File: config.mk
export PLATFORM = sky130hd
export DESIGN_NAME = voice_mix_engine
export DESIGN_NICKNAME = d
export VERILOG_FILES = /design/src/rtl/voice_mix_engine.sv
export SDC_FILE = /design/constraint.sdc
export NUM_CORES = 1
export LEC_CHECK = 0
export CORE_UTILIZATION = 36
export DETAILED_ROUTE_END_ITERATION = 16
export GPL_ROUTABILITY_DRIVEN = 0
export GPL_TIMING_DRIVEN = 0
export PLACE_DENSITY_LB_ADDON = 0.12
export SLEW_MARGIN = 20
export SYNTH_ARGS = -nofsm -noshare
export SYNTH_HDL_FRONTEND = slang
export SYNTH_SLANG_ARGS = --single-unit
File: constraint.sdc
create_clock -name clk -period 3.4 [get_ports clk]
set_input_delay 0.34 -clock clk [delete_from_list [all_inputs] [get_ports clk]]
set_output_delay 0.34 -clock clk [all_outputs]
set_load 0.02 [all_outputs]
File: src/rtl/voice_mix_engine.sv
// voice_mix_engine: time-multiplexed voice mixer producing a truncated average
// or saturating sum of the enabled voices, one voice accumulated per clock.
module voice_mix_engine #(
    parameter int NUM_VOICES = 12,
    parameter int SAMPLE_W   = 8,
    localparam int CNT_W     = $clog2(NUM_VOICES + 1),
    localparam int ACC_W     = SAMPLE_W + $clog2(NUM_VOICES)
) (
    input  logic                           clk,
    input  logic                           n_rst,
    input  logic                           start,
    input  logic [NUM_VOICES*SAMPLE_W-1:0] samples,
    input  logic [NUM_VOICES-1:0]          sample_enable,
    input  logic                           mix_mode,
    output logic                           busy,
    output logic                           out_valid,
    output logic [SAMPLE_W-1:0]            out_sample,
    output logic [CNT_W-1:0]               active_count
);
    localparam int IDX_W = NUM_VOICES > 1 ? $clog2(NUM_VOICES) : 1;
    localparam int DC_W  = $clog2(ACC_W);

    typedef enum logic [1:0] {IDLE, ACCUM, DIVIDE, DONE} state_t;

    state_t                         state;
    logic [NUM_VOICES*SAMPLE_W-1:0] sh_samples;
    logic [NUM_VOICES-1:0]          sh_en;
    logic                           sh_mode;
    logic [ACC_W-1:0]               acc;
    logic [CNT_W-1:0]               cnt;
    logic [CNT_W-1:0]               rem;
    logic [IDX_W-1:0]               idx;
    logic [DC_W-1:0]                dcnt;

    logic [SAMPLE_W-1:0] cur;
    logic                hit;
    logic [CNT_W-1:0]    cnt_nxt;
    logic [ACC_W-1:0]    acc_nxt;
    logic [CNT_W:0]      trial;
    logic                ge;
    logic [SAMPLE_W-1:0] sat;

    // During DIVIDE, acc doubles as the dividend shifter and collects quotient bits at its LSB.
    always_comb begin
        cur     = sh_samples[idx*SAMPLE_W +: SAMPLE_W];
        hit     = sh_en[idx];
        cnt_nxt = cnt + CNT_W'(hit);
        acc_nxt = acc + ACC_W'(cur & {SAMPLE_W{hit}});
        trial   = {rem, acc[ACC_W-1]};
        ge      = trial >= {1'b0, cnt};
        sat     = (acc > ACC_W'({SAMPLE_W{1'b1}})) ? {SAMPLE_W{1'b1}} : acc[SAMPLE_W-1:0];
    end

    always_ff @(posedge clk or negedge n_rst) begin
        if (!n_rst) begin
            state        <= IDLE;
            sh_samples   <= '0;
            sh_en        <= '0;
            sh_mode      <= 1'b0;
            acc          <= '0;
            cnt          <= '0;
            rem          <= '0;
            idx          <= '0;
            dcnt         <= '0;
            busy         <= 1'b0;
            out_valid    <= 1'b0;
            out_sample   <= '0;
            active_count <= '0;
        end else begin
            out_valid <= 1'b0;
            case (state)
                IDLE: if (start) begin
                    sh_samples <= samples;
                    sh_en      <= sample_enable;
                    sh_mode    <= mix_mode;
                    acc        <= '0;
                    cnt        <= '0;
                    idx        <= '0;
                    busy       <= 1'b1;
                    state      <= ACCUM;
                end
                ACCUM: begin
                    acc  <= acc_nxt;
                    cnt  <= cnt_nxt;
                    idx  <= idx + IDX_W'(1);
                    rem  <= '0;
                    dcnt <= DC_W'(ACC_W - 1);
                    if (idx == IDX_W'(NUM_VOICES - 1))
                        state <= (!sh_mode && cnt_nxt > CNT_W'(1)) ? DIVIDE : DONE;
                end
                DIVIDE: begin
                    acc  <= {acc[ACC_W-2:0], ge};
                    rem  <= ge ? CNT_W'(trial - {1'b0, cnt}) : trial[CNT_W-1:0];
                    dcnt <= dcnt - DC_W'(1);
                    if (dcnt == '0)
                        state <= DONE;
                end
                default: begin
                    out_sample   <= sh_mode ? sat : acc[SAMPLE_W-1:0];
                    active_count <= cnt;
                    out_valid    <= 1'b1;
                    busy         <= 1'b0;
                    state        <= IDLE;
                end
            endcase
        end
    end
endmodule

==> flow_summary.ini <==
[status]
status = complete, but fails checks
violations = negative setup slack

[synth]
synthTopCellsByArea = dfrtp_1 (51%), mux2_2 (17%), mux4_2 (5.9%)
netlist_area_sq_um = 7580
post_synth_num_cell_types = 60
syn-instance-count = 566
synth.yosys.seq_area_share = 0.505
async_reset_ff_frac = 1.00
synth-edff-count = 0
synth_flop_cell = dfrtp_1
ys_ff_latch = 153
syn_area_per_cell_sq_um = 13.4
synth_top_area_cell = dfrtp_1
yosys_warnings = 0
yosysTopAreaCellShare = 0.505
synth_nets = 701

[detailed_routing]
drtAntennaViolNets = 0
wl_microns = 19000
drc = 0
vias_per_cell = 5.21
dr.pass1.iters = 4
avgRoutedWirePerCell_microns = 18.8
drt_iter0_drc = 245
vias = 5265

[grt]
grt_pass1_wl_microns = 30100
use_met3 = 0.0509
grt_use_total = 0.183
grt_max_degree = 98
met2_usage = 0.319
grt_pass1_vias = 5625
busiest_layer = met2
antenna_found_initial = 2
grt_use_met1 = 0.224
grt_overflow = 0

[timing]
fmax_mhz = 294
relSlewSlack = 0.543
tightest_slew_ns = 0.680
min_period_ns = 3.40
min_period_over_period = 1.00
setup_ws_ns = -0.00388
drv_slew = 0
setup_viol = 1
skew_ns = 0.0129
final_hold_viol_count = 0
rsz0062_at_grt = yes
tns_ns = -0.00388

[layout]
multiInputGateArea_sq_um = 3640
final_cell_mix = dfrtp_1 (152), clkdlybuf4s50_1 (124), mux2_2 (113)
layout-drive-gt1-share = 0.318
final_util = 0.497
final_common_cell = dfrtp_1
nets = 862
design_area_sq_um = 10100
areaGrowthSynthToFinish_pct = 33.9
finalNonFillerCells = 1010
fillers = 1840
antenna_cells = 0
regArea_sq_um = 3830

[placed_design]
dp_hpwl_microns = 13900
dpl_worst_slack_ns = -0.398
io_buffers = 125
dp.cells = 963
dpl_cell_area_sq_um = 9230

[pwr]
p_per_area_nw_per_um2 = 955
leakagePower_nw = 4.25
ir_drop_uv = 369

[die]
row_count = 52
dieWidth_microns = 147
start_util = 0.371
boundaryPins = 126
die_y_microns = 147
coreArea_sq_um = 20400
dieArea_sq_um = 21600

[clock_tree]
cts_tree = built
cts_buffers = 17
clock_latency_ns = 0.43
cts_sinks = 153
cts_buffer_depth = 2
cts_root_buf = clkbuf_16
htreeDepth = 4
cts.clk_slew.worst_paths_ns = 0.07

[worst_hold_path]
hold_depth = 1
hold_class = reg2reg

[setup_path]
arrival_ns = 3.76
cp-start-kind = flip-flop
cp_max_fo = 8
path_class = reg2reg
required_ns = 3.76
end_kind = flip-flop
r2r_slack_ns = -0.004
r2r_cells = 13

[run]
maxCapViolCount = 0
cell families (layout without fill, tap and decap cells):
group,count (synthesis),count (layout),share of synthesized area
simple gates,82,82,0.0565
buf+inv,57,231,0.0352
mux,151,151,0.266
compound gates,94,94,0.0900
fa+ha+maj,23,23,0.0400
flops,153,153,0.505
xor+xnor,6,6,0.00694
worst max-delay path, stage by stage (launching register included):
cell and delay, ns:
dfrtp_2 0.40, buf_12 0.13, buf_12 0.12, mux4_2 0.55, mux2i_2 0.20, o22ai_1 0.11, and2_4 0.18, ha_4 0.15
fa_2 0.34, a21o_1 0.19, a221o_1 0.38, o31a_1 0.32, o21ai_2 0.13, a221o_1 0.15
timing repair:
item	4_1_cts	5_1_grt
buffers inserted	12	2
endpoints found under the setup margin	7	6
gates resized for setup	14	23
cloned	0	0
pin swaps	8	11
endpoints found under the hold margin	96	0
hold buffers	1	0
synthesized netlist by cell type (4+ instances only):
cell type,count
mux4_1,7
nor3_1,8
nor2b_1,4
nand3_1,10
nand2_1,22
clkbuf_1,11
and2_1,9
o21ai_0,16
dfrtp_1,153
a22o_1,6
inv_1,25
ha_1,21
nand2b_1,6
a21oi_1,11
nor2_1,11
a22oi_1,4
o22a_1,9
o22ai_1,10
buf_2,16
xor2_1,4
mux2i_1,11
mux4_2,20
mux2_2,113
worst paths after layout:
path	startpoint	end
min in group asynchronous	n_rst	state[1]
worst min register to register	sh_samples[79]	sh_samples[79]
worst min-delay path	sh_samples[79]	sh_samples[79]
worst max-delay path	idx[0]	acc[8]
worst max register to register	idx[0]	acc[8]
max in group asynchronous	n_rst	idx[0]
power breakdown:
group,total [mW],switching (mW),internal [mW]
clock network,1.92,0.866,1.06
logic,4.60,2.14,2.45
registers,3.17,0.495,2.67
layer usage:
layer,part of all wire,wire length (microns)
met2,0.52,9890
met3,0.046,866
met4,0.0056,106
met1,0.43,8090
met5,0.00058,11
through the flow:
stage / total power, mW / hold WS, ns
after floorplan: 6.05 / 0.0444
after global placement: 7.19 / 0.479
after detailed placement: 7.33 / 0.405
after CTS: 9.47 / 0.502
after global routing: 10.3 / 0.497
final: 9.69 / 0.499
flip-flops by register name, summed over array words and instances, names as in the netlist:
signal / flops
out_valid: 1
busy: 1
sh_en: 12
state: 2
sh_samples: 96
cnt: 4
active_count: 4
sh_mode: 1
rem: 4
acc: 12
idx: 4
dcnt: 4
out_sample: 8
cell type report:
class / count / area share
multi-input combinational: 356 / 0.359
clock inverter: 15 / 0.0171
tap: 270 / 0.0333
inverter: 25 / 0.00925
clock buffer: 17 / 0.0419
timing repair buffer: 142 / 0.143
sequential: 153 / 0.378
buffer: 32 / 0.0187
Note: power is estimated with default switching activity, not from simulation.
